<file path="config.mk">
export PLATFORM = sky130hd
export DESIGN_NAME = spi_master_engine_flat
export DESIGN_NICKNAME = d
export VERILOG_FILES = /design/src/rtl/spi_master_engine_if.sv /design/src/rtl/spi_master_engine.sv /design/src/flat_wrapper.sv
export SDC_FILE = /design/constraint.sdc
export NUM_CORES = 1
export LEC_CHECK = 0
export CORE_ASPECT_RATIO = 0.5
export CORE_MARGIN = 1.5
export CORE_UTILIZATION = 25
export CTS_CLUSTER_DIAMETER = 150
export DETAILED_ROUTE_END_ITERATION = 8
export DONT_BUFFER_PORTS = 1
export PLACE_DENSITY_LB_ADDON = 0.15
export SLEW_MARGIN = 5
export SYNTH_ARGS = -nofsm -noshare
export SYNTH_HDL_FRONTEND = slang
export SYNTH_SLANG_ARGS = --single-unit
</file>
<file path="constraint.sdc">
create_clock -name clk -period 2.35 [get_ports clk]
set_input_delay 0.47 -clock clk [delete_from_list [all_inputs] [get_ports clk]]
set_output_delay 0.47 -clock clk [all_outputs]
set_load 0.02 [all_outputs]
</file>
<file path="src/rtl/spi_master_engine_if.sv">
// Bundle of the CPU-side request/response signals and the SPI wires of the
// SPI master engine. The master modport is the engine itself; the slave
// modport is whatever sits on the other side (register block plus SPI slave).
interface spi_master_engine_if #(
    parameter int W_DATA = 32
);
    logic              start;
    logic [W_DATA-1:0] tx_data;
    logic              miso;
    logic              busy;
    logic              dv;
    logic [W_DATA-1:0] rx_data;
    logic              sclk;
    logic              cs_n;
    logic              mosi;

    modport master (
        input  start, tx_data, miso,
        output busy, dv, rx_data, sclk, cs_n, mosi
    );

    modport slave (
        output start, tx_data, miso,
        input  busy, dv, rx_data, sclk, cs_n, mosi
    );
endinterface

</file>
<file path="src/rtl/spi_master_engine.sv">
// SPI mode 0 (CPOL=0, CPHA=0, MSB first) single-word master engine.
//
// Handshake: start is a level request sampled only in IDLE; the edge that
// samples it high is the accepting edge and latches tx_data. busy is high
// from that edge until the completion edge, and while busy any start is
// ignored. At completion rx_data is updated and dv pulses for exactly one
// cycle; rx_data is then held until the next completion.
module spi_master_engine #(
    parameter int W_DATA  = 32,
    parameter int CLK_DIV = 4
) (
    input  logic                  clk,
    input  logic                  rst_n,
    spi_master_engine_if.master   bus,
    output logic [1:0]            state_dbg
);

    localparam int DIV_W = (CLK_DIV > 1) ? $clog2(CLK_DIV) : 1;
    localparam int BIT_W = (W_DATA > 1) ? $clog2(W_DATA) : 1;

    typedef enum logic [1:0] {
        IDLE  = 2'd0,
        SETUP = 2'd1,
        SHIFT = 2'd2,
        HOLD  = 2'd3
    } state_t;

    state_t              state_q, state_d;
    logic [DIV_W-1:0]    div_q, div_d;
    logic [BIT_W-1:0]    bit_q, bit_d;
    logic [W_DATA-1:0]   tx_q, tx_d;
    logic [W_DATA-1:0]   rx_q, rx_d;
    logic [W_DATA-1:0]   rx_data_q, rx_data_d;
    logic                sclk_q, sclk_d;
    logic                cs_n_q, cs_n_d;
    logic                mosi_q, mosi_d;
    logic                busy_q, busy_d;
    logic                dv_q, dv_d;

    logic                div_done;
    logic                last_bit;

    // One half-period of sclk has elapsed; the bit counter is on the final bit.
    assign div_done = (div_q == DIV_W'(CLK_DIV - 1));
    assign last_bit = (bit_q == BIT_W'(W_DATA - 1));

    // State register.
    always_ff @(posedge clk or negedge rst_n) begin
        if (!rst_n) begin
            state_q <= IDLE;
        end else begin
            state_q <= state_d;
        end
    end

    // Datapath and output registers; reset mid-transfer aborts everything.
    always_ff @(posedge clk or negedge rst_n) begin
        if (!rst_n) begin
            div_q     <= '0;
            bit_q     <= '0;
            tx_q      <= '0;
            rx_q      <= '0;
            rx_data_q <= '0;
            sclk_q    <= 1'b0;
            cs_n_q    <= 1'b1;
            mosi_q    <= 1'b0;
            busy_q    <= 1'b0;
            dv_q      <= 1'b0;
        end else begin
            div_q     <= div_d;
            bit_q     <= bit_d;
            tx_q      <= tx_d;
            rx_q      <= rx_d;
            rx_data_q <= rx_data_d;
            sclk_q    <= sclk_d;
            cs_n_q    <= cs_n_d;
            mosi_q    <= mosi_d;
            busy_q    <= busy_d;
            dv_q      <= dv_d;
        end
    end

    // Next-state: SETUP and HOLD last one half-period each; SHIFT ends after
    // the falling transition of the last bit.
    always_comb begin
        state_d = state_q;
        case (state_q)
            IDLE:    if (bus.start) state_d = SETUP;
            SETUP:   if (div_done) state_d = SHIFT;
            SHIFT:   if (div_done && sclk_q && last_bit) state_d = HOLD;
            HOLD:    if (div_done) state_d = IDLE;
            default: state_d = IDLE;
        endcase
    end

    // Outputs and datapath: rising transitions sample miso, falling
    // transitions shift tx and present the next bit on mosi.
    always_comb begin
        div_d     = div_q;
        bit_d     = bit_q;
        tx_d      = tx_q;
        rx_d      = rx_q;
        rx_data_d = rx_data_q;
        sclk_d    = sclk_q;
        cs_n_d    = cs_n_q;
        mosi_d    = mosi_q;
        busy_d    = busy_q;
        dv_d      = 1'b0;
        case (state_q)
            IDLE: begin
                if (bus.start) begin
                    tx_d   = bus.tx_data;
                    mosi_d = bus.tx_data[W_DATA-1];
                    cs_n_d = 1'b0;
                    busy_d = 1'b1;
                    div_d  = '0;
                    bit_d  = '0;
                end
            end
            SETUP: begin
                if (div_done) begin
                    div_d  = '0;
                    sclk_d = 1'b1;
                    rx_d   = {rx_q[W_DATA-2:0], bus.miso};
                end else begin
                    div_d = div_q + DIV_W'(1);
                end
            end
            SHIFT: begin
                if (div_done) begin
                    div_d = '0;
                    if (sclk_q) begin
                        // After the last bit the zero fill reaches bit W-2.
                        sclk_d = 1'b0;
                        tx_d   = {tx_q[W_DATA-2:0], 1'b0};
                        mosi_d = tx_q[W_DATA-2];
                        if (!last_bit) begin
                            bit_d = bit_q + BIT_W'(1);
                        end
                    end else begin
                        sclk_d = 1'b1;
                        rx_d   = {rx_q[W_DATA-2:0], bus.miso};
                    end
                end else begin
                    div_d = div_q + DIV_W'(1);
                end
            end
            HOLD: begin
                if (div_done) begin
                    div_d     = '0;
                    cs_n_d    = 1'b1;
                    busy_d    = 1'b0;
                    dv_d      = 1'b1;
                    rx_data_d = rx_q;
                end else begin
                    div_d = div_q + DIV_W'(1);
                end
            end
            default: begin
                div_d = '0;
            end
        endcase
    end

    assign bus.sclk    = sclk_q;
    assign bus.cs_n    = cs_n_q;
    assign bus.mosi    = mosi_q;
    assign bus.busy    = busy_q;
    assign bus.dv      = dv_q;
    assign bus.rx_data = rx_data_q;
    assign state_dbg   = state_q;

endmodule

</file>
<file path="src/flat_wrapper.sv">
// flat-port wrapper written by rule: the top's interface ports become plain ports
module spi_master_engine_flat 
#(
    parameter int W_DATA  = 32,
    parameter int CLK_DIV = 4
)
  (clk, rst_n, state_dbg, bus_start, bus_tx_data, bus_miso, bus_busy, bus_dv, bus_rx_data, bus_sclk, bus_cs_n, bus_mosi);
  spi_master_engine_if #(.W_DATA(W_DATA)) bus_i ();
  input  logic clk;
  input  logic rst_n;
  output logic [1:0] state_dbg;
  input wire logic [$bits(bus_i.start)-1:0] bus_start;
  input wire logic [$bits(bus_i.tx_data)-1:0] bus_tx_data;
  input wire logic [$bits(bus_i.miso)-1:0] bus_miso;
  output wire logic [$bits(bus_i.busy)-1:0] bus_busy;
  output wire logic [$bits(bus_i.dv)-1:0] bus_dv;
  output wire logic [$bits(bus_i.rx_data)-1:0] bus_rx_data;
  output wire logic [$bits(bus_i.sclk)-1:0] bus_sclk;
  output wire logic [$bits(bus_i.cs_n)-1:0] bus_cs_n;
  output wire logic [$bits(bus_i.mosi)-1:0] bus_mosi;
  assign bus_i.start = bus_start;
  assign bus_i.tx_data = bus_tx_data;
  assign bus_i.miso = bus_miso;
  assign bus_busy = bus_i.busy;
  assign bus_dv = bus_i.dv;
  assign bus_rx_data = bus_i.rx_data;
  assign bus_sclk = bus_i.sclk;
  assign bus_cs_n = bus_i.cs_n;
  assign bus_mosi = bus_i.mosi;
  spi_master_engine #(.W_DATA(W_DATA), .CLK_DIV(CLK_DIV)) u_core (.clk(clk), .rst_n(rst_n), .bus(bus_i), .state_dbg(state_dbg));
endmodule
</file>
# == After elaboration in Yosys (flattened, before gate mapping) ==
# Index checks and enable logic that the tools add are counted.
# Widths: inputs -> output; s select.
# op_classes
mul,0
n_bitwise,0
n_div,0
mux,36
n_shift,0
n_eq_ne,13
order_cmp,0
n_reduce_logical,14
n_addsub,2
# ops
operator,n
$mux 32,3
$mux 31,3
$pmux 32 s2,1
$pmux 31 s2,1
$mux 5,4
$mux 2,6
$reduce_and 4->1,3
$mux 1,11
$ne 2x1->1 const B,5
$pmux 5 s2,1
$pmux 1 s2,4
$pmux 2 s4,1
$eq 2x2->1 const B,3
$ne 2x2->1 const B,3
$reduce_and 3->1,2
$reduce_bool 2->1,3
$add 5x1->5 const B,1
$eq 5x5->1 const B,1
$reduce_and 5->1,1
$pmux 2 s2,1
$reduce_or 3->1,1
$add 2x1->2 const B,1
$eq 2x1->1 const B,1
$logic_and 1x1->1,2
2 further kinds,2
# word_totals
elab_cells,76
rom_bits,0
input_bits,36
ram_bits,0
output_inout_bits,39
latchBits,0
register_bits,109
mem_count,0

# == Longest topological paths before layout ==
# Gate-level depths: netlist of the first run.
# depth
word_depth,5
depth_mapped,7
ltp_nobuf,6

# == Worst setup path before layout of the first run ==
# Ideal clock, no wire load.
# synth_path
kind,reg-to-reg
start,register u_core.state_q[0] (netlist: u_core.state_dbg[0])
end,register u_core.rx_q[0]
setup_slack_ps,443
path_buffers,1
path_stages_with_launch,7
setup_ps,125
arrival_time_ps,1782
cell_sequence,dfrtp_1 -> inv_1 -> ha_1 -> nor2b_2 -> o21ai_4 -> buf_12 -> mux2_4
# synth_via
elab_chain_len,3
word_cells_on_any_way,8
classes_between,eq/ne (5); mux (1); reduce/logical (2)
# synth_rtl
item,line_no,text
start: declaration,spi_master_engine.sv:28,"state_t state_q, state_d;"
start signal: assignment,spi_master_engine.sv:52,state_q <= state_d;
$eq 2x2->1 / $eq 2x1->1 (equally long branches),spi_master_engine.sv:109,case (state_q)
$ne 2x2->1 (no source line) (tied with other cells),n/a,
$reduce_and 4->1 (no source line),n/a,
end signal: assignment,spi_master_engine.sv:73,rx_q <= rx_d;
end: declaration,spi_master_engine.sv:32,"logic [W_DATA-1:0] rx_q, rx_d;"
# Parallel ways exist; a longest one is shown, timed or not.
# A chain may end at the register's enable or synchronous reset.

# == Worst setup path after layout of the first run ==
# layout_path
start,register u_core.bit_q[0]
end,register u_core.state_q[1] (netlist: u_core.state_dbg[1])
# layout_via
elab_chain_len,4
# layout_rtl
item,line_no,text
start: declaration,spi_master_engine.sv:30,"logic [BIT_W-1:0] bit_q, bit_d;"
start signal: assignment,spi_master_engine.sv:71,bit_q <= bit_d;
$eq 5x5->1,spi_master_engine.sv:45,assign last_bit = (bit_q == BIT_W'(W_DATA - 1));
$logic_and 1x1->1,spi_master_engine.sv:90,SHIFT: if (div_done && sclk_q && last_bit) state_d = HOLD;
$ne 2x1->1 (no source line),n/a,
$reduce_and 4->1 (no source line),n/a,
# No other way between the ends.

==> impl_results.md, run 1 <==
- Status: complete, but fails checks
- Failing checks: negative hold slack
- Root buf cell: clkbuf_16
- Worst Reg-to-Reg Cells: 6
- Crit. Startpoint: u_core.bit_q[0]$_DFFE_PN0P_
- Area Overhead vs Synth: 11.16%
- Post-Route Utilization: 28.49%
- Total negative slack: 0 ps
- Register bit count reported by yosys: 109
- Grt total ovfl: 0
- Multi-input gate area: 2087 sq um
- Worst Setup EP: u_core.state_dbg[1]$_DFFE_PN0P_
- Vias in the first global route: 2902
- Buffers on Ports: 0
- Vias/cell: 4.395
- Antenna Cells: 0
- Die area: 21000 sq um
- Synthesized area per cell: 14.07 sq um
- I/O Pins: 75
- CP Max Fanout: 9
- Register area: 2729 sq um
- First-pass GRT wire length: 15890 um
- All-layer global routing usage: 9.801%
- R2R setup slack: 280 ps
- Starting Density: 25.63%
- Hold_ws: -183.9 ps
- Main flop type after synthesis: dfrtp_1
- Pwr per Cell Area: 1171 nW/um^2
- # DRC: 0
- Crit Reg-Reg Endpoint: u_core.state_dbg[1]$_DFFE_PN0P_
- CTS tree: yes
- Final setup vio count: 0
- Clock Sinks: 109
- Worst-path clk slew: 70 ps
- Core Area: 19590 sq um
- H-tree depth: 3
- Final net count: 398
- Slew margin rel.: 64.55%
- RePlAce Congestion: 0.6623
- F_max: 482.9 MHz
- Row count: 36
- Post-route minimum period: 2071 ps
- Initial DRT Pass Iterations: 4
- Number of flops mapped to enable cells by yosys: 0
- Req. time, crit path: 2580 ps
- Antenna-violating nets left: 0
- Syn nets: 401
- Via count: 2747
- Latest clock arrival within the worst-skew pair: 350 ps
- Fill cell count: 1993
- Register area share after synthesis: 54.33%
- Max-slew violations: 0
- Fraction of layout cells with a size suffix above 1: 32.87%
- Pin count of the biggest net entering global routing: 110
- Drt total wl: 9709 um
- CP Class: reg2reg
- Worst-Margin Slew: 531.7 ps
- Hold Fails Final Rpt: 108
- Commonest cells after routing, fill and taps aside: dfrtp_1 (108), o21ai_0 (36), mux2i_1 (31)
- Max-Cap Viols: 0
- Share of synthesized registers carrying an async set or reset: 100.0%
- Post-DP HPWL: 6265 um
- Fin crit share: 88.11%
- Netlist Area Pre-Place: 5022 sq um
- Clock Tree Buf Depth: 2
- Die H: 103.2 um
- Cell count after synthesis: 357
- Horiz. Die Dim: 203.4 um
- P_leak: 2.596 nW
- Syn. warnings: 0
- Routed length per instance: 15.53 um
- Worst reg2reg path startpoint: u_core.bit_q[0]$_DFFE_PN0P_
- CP arrival: 2300 ps
- Initial DRC count: 148
- Most common cell after layout, fill and taps aside: dfrtp_1
- Hold Path Class: in2async
- Distinct cells, synth: 42
- CP Capture Type: flop
- Clock Skew: 5.225 ps
- Cts repair resizes: 0
- RSZ-0062 raised after global routing: no
- Initial antenna violation count: 0
- Critical Path Source Type: flop
- Postcts setup bufs: 0
- Inserted Clock Buffers: 9
- Maximum VDD drop: 0.0004363 V
## critical path, stage by stage (launching register included)
cell and delay [ps]:
dfrtp_1 410, ha_1 180, and3_1 160, ha_1 390, nand3_1 160, a211oi_2 300, mux2_1 340
## cells in the mapped netlist, types with 2 or more instances
library cell | instances | area share [%]
o311ai_2 | 3 | 0.97
a21o_1 | 2 | 0.30
nor2_1 | 4 | 0.30
o21ai_0 | 36 | 3.6
mux2_4 | 30 | 9.0
nand3b_1 | 3 | 0.45
o221ai_2 | 2 | 0.60
clkbuf_1 | 7 | 0.52
nor2b_1 | 3 | 0.37
buf_12 | 6 | 2.4
nand2_1 | 9 | 0.67
buf_2 | 8 | 0.80
inv_1 | 3 | 0.22
o21ai_2 | 28 | 4.9
dfrtp_1 | 108 | 54
mux2i_1 | 32 | 6.4
a21oi_1 | 3 | 0.30
nand3_1 | 4 | 0.40
ha_1 | 8 | 2.0
mux2_2 | 21 | 4.7
mux2_1 | 14 | 3.1
o21ai_1 | 3 | 0.30
## layer usage
metal	vias up	global-route usage [%]	part of all wire, %
met5	-	0	0
met4	0	2.564	1.2
met3	8	3.822	4.9
met2	38	16.17	48
met1	1417	12.13	46
li1	1284	-	-
## layout make-up
cell class,instances,area share (%)
Clock buffer,11,4.348
Clock inverter,5,1.210
Inverter,3,0.2017
Multi-Input combinational cell,221,37.38
Sequential cell,109,48.88
Tap cell,266,5.961
Timing Repair Buffer,10,2.017
## stage by stage
stage	setup slack, ps	total power [mW]	hold WS, ps	area [sq um]	cells
2_1_floorplan	443.1	4.638	174.4	5022	357
3_3_place_gp	322.1	4.935	179.2	5273	609
3_5_place_dp	285.9	5.045	179.5	5273	609
4_1_cts	272.1	6.674	-207.5	5583	625
5_1_grt	127.0	7.023	-213.2	5583	625
6_report	279.4	6.538	-183.9	5583	625
## state kept, by name (all words and copies together), names as in the netlist
register and flops:
u_core.tx_q 31, u_core.bus.dv 1, u_core.bus.busy 1, u_core.bus.cs_n 1, u_core.bit_q 5, u_core.state_dbg 2
u_core.bus.mosi 1, u_core.bus.rx_data 32, u_core.bus.sclk 1, u_core.div_q 2, u_core.rx_q 32
## worst min path at each step
stage / startpoint / to / slack (ps) / cells after the start
2_1_floorplan: rst_n / u_core.bit_q[0]$_DFFE_PN0P_ / 170 / 0
3_3_place_gp: rst_n / u_core.tx_q[15]$_DFFE_PN0P_ / 180 / 0
3_5_place_dp: rst_n / u_core.tx_q[14]$_DFFE_PN0P_ / 180 / 0
4_1_cts: rst_n / u_core.bit_q[1]$_DFFE_PN0P_ / -210 / 0
5_1_grt: rst_n / u_core.tx_q[14]$_DFFE_PN0P_ / -210 / 0
6_report: rst_n / u_core.tx_q[14]$_DFFE_PN0P_ / -180 / 0
## cell families (layout without fill, tap and decap cells)
| group | after synthesis | in the layout | synth area share [%] |
|---|---|---|---|
| AOI/OAI and AO/OA | 85 | 85 | 12.71 |
| and+or+nand+nor | 31 | 31 | 3.364 |
| muxes | 97 | 97 | 23.19 |
| DFF | 109 | 109 | 54.33 |
| buffers and inverters | 27 | 29 | 4.410 |
| adders and majority gates | 8 | 8 | 1.993 |
## report_power, final
| part | leakage (nW) | switching, mW | internal [mW] |
|---|---|---|---|
| Combinational | 1.00 | 1.30 | 1.02 |
| Sequential | 1.44 | 0.335 | 2.31 |
| Clock | 0.152 | 0.705 | 0.872 |
| Total | 2.60 | 2.34 | 4.20 |
Power figures use the tool's default switching activity.
==> run 2, diff against run 1 <==
--- a/config.mk
+++ b/config.mk
@@ -11,7 +11,7 @@
 export CTS_CLUSTER_DIAMETER = 150
 export DETAILED_ROUTE_END_ITERATION = 8
 export DONT_BUFFER_PORTS = 1
-export PLACE_DENSITY_LB_ADDON = 0.15
+export PLACE_DENSITY_LB_ADDON = 0.05
 export SLEW_MARGIN = 5
 export SYNTH_ARGS = -nofsm -noshare
 export SYNTH_HDL_FRONTEND = slang
==> run 2 against run 1 <==
  * The flow still finishes with violations (negative hold slack)
  * Sequential power about the same
  * Worst setup slack worse by 36 ps
  * Combinational power down 2%
  * Final area down 0.43%
  * Worst hold slack worse by 13 ps
  * Sequential share of layout area up 0.21 points
  * Critical path depth unchanged
  * Wire length up 4.8%
  * Fmax down 1.7%
  * Register-to-register slack worse by 40 ps
  * Clock skew up 3.3 ps
  * Critical path type unchanged
==> impl_results.md, run 2 (synthesis gave the netlist of run 1 again) <==
- Status: complete, but fails checks
- Failing checks: negative hold slack
- First-pass GRT wire length: 16790 um
- P_leak: 2.585 nW
- All-layer global routing usage: 10.60%
- Antenna-violating nets left: 0
- CP max stage delay: 520 ps
- Fraction of layout cells with a size suffix above 1: 32.77%
- Slew margin rel.: 67.83%
- Cts repair resizes: 0
- Initial DRT Pass Iterations: 4
- Initial antenna violation count: 0
- Core Area: 19590 sq um
- Pre-CTS setup slack: 269.3 ps
- Drt total wl: 10180 um
- F_max: 474.6 MHz
- Design area: 5559 sq um
- Hold Fails Final Rpt: 108
- Row count: 36
- Buffers on Ports: 0
- Maximum VDD drop: 0.0004313 V
- Total negative slack: 0 ps
- RSZ-0062 raised after global routing: no
- Most common cell after layout, fill and taps aside: dfrtp_1
- Req. time, crit path: 2630 ps
- Die H: 103.2 um
- R2R setup slack: 240 ps
- Critical Path Source Type: flop
- CP arrival: 2380 ps
- Clock Skew: 8.545 ps
- Vias in the first global route: 2958
- CP delay by family, top: flip-flops
- Worst-path clk slew: 80 ps
- Clock Sinks: 109
- CP Capture Type: flop
- Initial DRC count: 75
- Worst-Margin Slew: 482.5 ps
- Area Overhead vs Synth: 10.69%
- Routed length per instance: 16.34 um
- Clock Tree Buf Depth: 2
- Inserted Clock Buffers: 9
- Final total power: 6.516 mW
- Hold Path Class: in2async
- Final setup vio count: 0
- Grt total ovfl: 0
- Pin count of the biggest net entering global routing: 110
- Horiz. Die Dim: 203.4 um
- I/O Pins: 75
- CTS tree: yes
- Commonest cells after routing, fill and taps aside: dfrtp_1 (108), o21ai_0 (36), mux2i_1 (31)
- CP Class: reg2reg
- Post-Route Utilization: 28.37%
- Vias/cell: 4.440
- Fin crit share: 89.65%
- Antenna Cells: 0
- # DRC: 0
- CP Max Fanout: 28
- Starting Density: 25.63%
- Via count: 2766
- Die area: 21000 sq um
- CP Buf/Inv Count: 2
- Max-slew violations: 0
- Setup ws final: 243.1 ps
- Hold_ws: -196.6 ps
- H-tree depth: 3
- Root buf cell: clkbuf_16
- Slowest cell on crit path: dfrtp_1
- Pwr per Cell Area: 1172 nW/um^2
- Dpl cell area: 5258 sq um
- Postcts setup bufs: 0
- Latest clock arrival within the worst-skew pair: 360 ps
- Crit path cell chain: inv_1, ha_1, mux2i_4, or2_2, buf_12, o21ai_1
- Fill cell count: 1997
- Post-DP HPWL: 6265 um
- Post-route minimum period: 2107 ps
- RePlAce Congestion: 0.6900
- Final net count: 396
- Max-Cap Viols: 0
run 2: changes by cell type in the layout (fill, tap and decap cells not counted), sizes merged:
| cell | previous run | this run |
|---|---|---|
| buf | 10 | 8 |
| clkbuf | 11 | 10 |
| inv | 5 | 8 |
| clkinv | 2 | 1 |
| bufinv | 1 | 0 |
run 2: worst paths after layout:
path / startpoint / depth (start not counted) / to
setup / recovery: u_core.state_dbg[1]$_DFFE_PN0P_ / 6 / u_core.tx_q[30]$_DFFE_PN0P_
hold / removal: rst_n / 0 / u_core.tx_q[1]$_DFFE_PN0P_
setup reg to reg: u_core.state_dbg[1]$_DFFE_PN0P_ / 6 / u_core.tx_q[30]$_DFFE_PN0P_
hold reg to reg: u_core.div_q[1]$_DFFE_PN0P_ / 2 / u_core.div_q[1]$_DFFE_PN0P_
max in group asynchronous: rst_n / 0 / u_core.bus.cs_n$_DFFE_PN1P_
min in group clk: bus_miso / 1 / u_core.rx_q[0]$_DFFE_PN0P_
run 2: layout make-up:
class / count / area, sq um / share of cell area, %
inverter: 3 / 11.26 / 0.2026
clock buffer: 10 / 239.0 / 4.299
tap: 266 / 332.8 / 5.987
sequential: 109 / 2729 / 49.09
clock inverter: 6 / 62.56 / 1.125
multi-input combinational: 221 / 2087 / 37.54
timing repair buffer: 8 / 97.59 / 1.756
run 2: power by group:
group | internal (mW) | switching (mW) | total, mW | leakage (nW)
Clock | 0.787 | 0.792 | 1.58 | 0.151
Combinational | 0.992 | 1.29 | 2.28 | 0.993
Sequential | 2.31 | 0.353 | 2.66 | 1.44
run 2: stage by stage:
| step | std cells | hold slack, ps |
|---|---|---|
| after global placement | 607 | 177.6 |
| final | 623 | -196.6 |
| after CTS | 623 | -224.4 |
| after floorplan | 357 | 174.4 |
| after detailed placement | 607 | 177.8 |
| after global routing | 623 | -229.2 |
run 2: per-layer routing:
layer  GRT usage (%)  share of wire [%]  up-vias
li1                -                  -     1279
met1           13.35                 48     1432
met2           16.62                 46       50
met3           4.731                5.5        5
met4           2.906               0.54        0
met5               0                  0        -
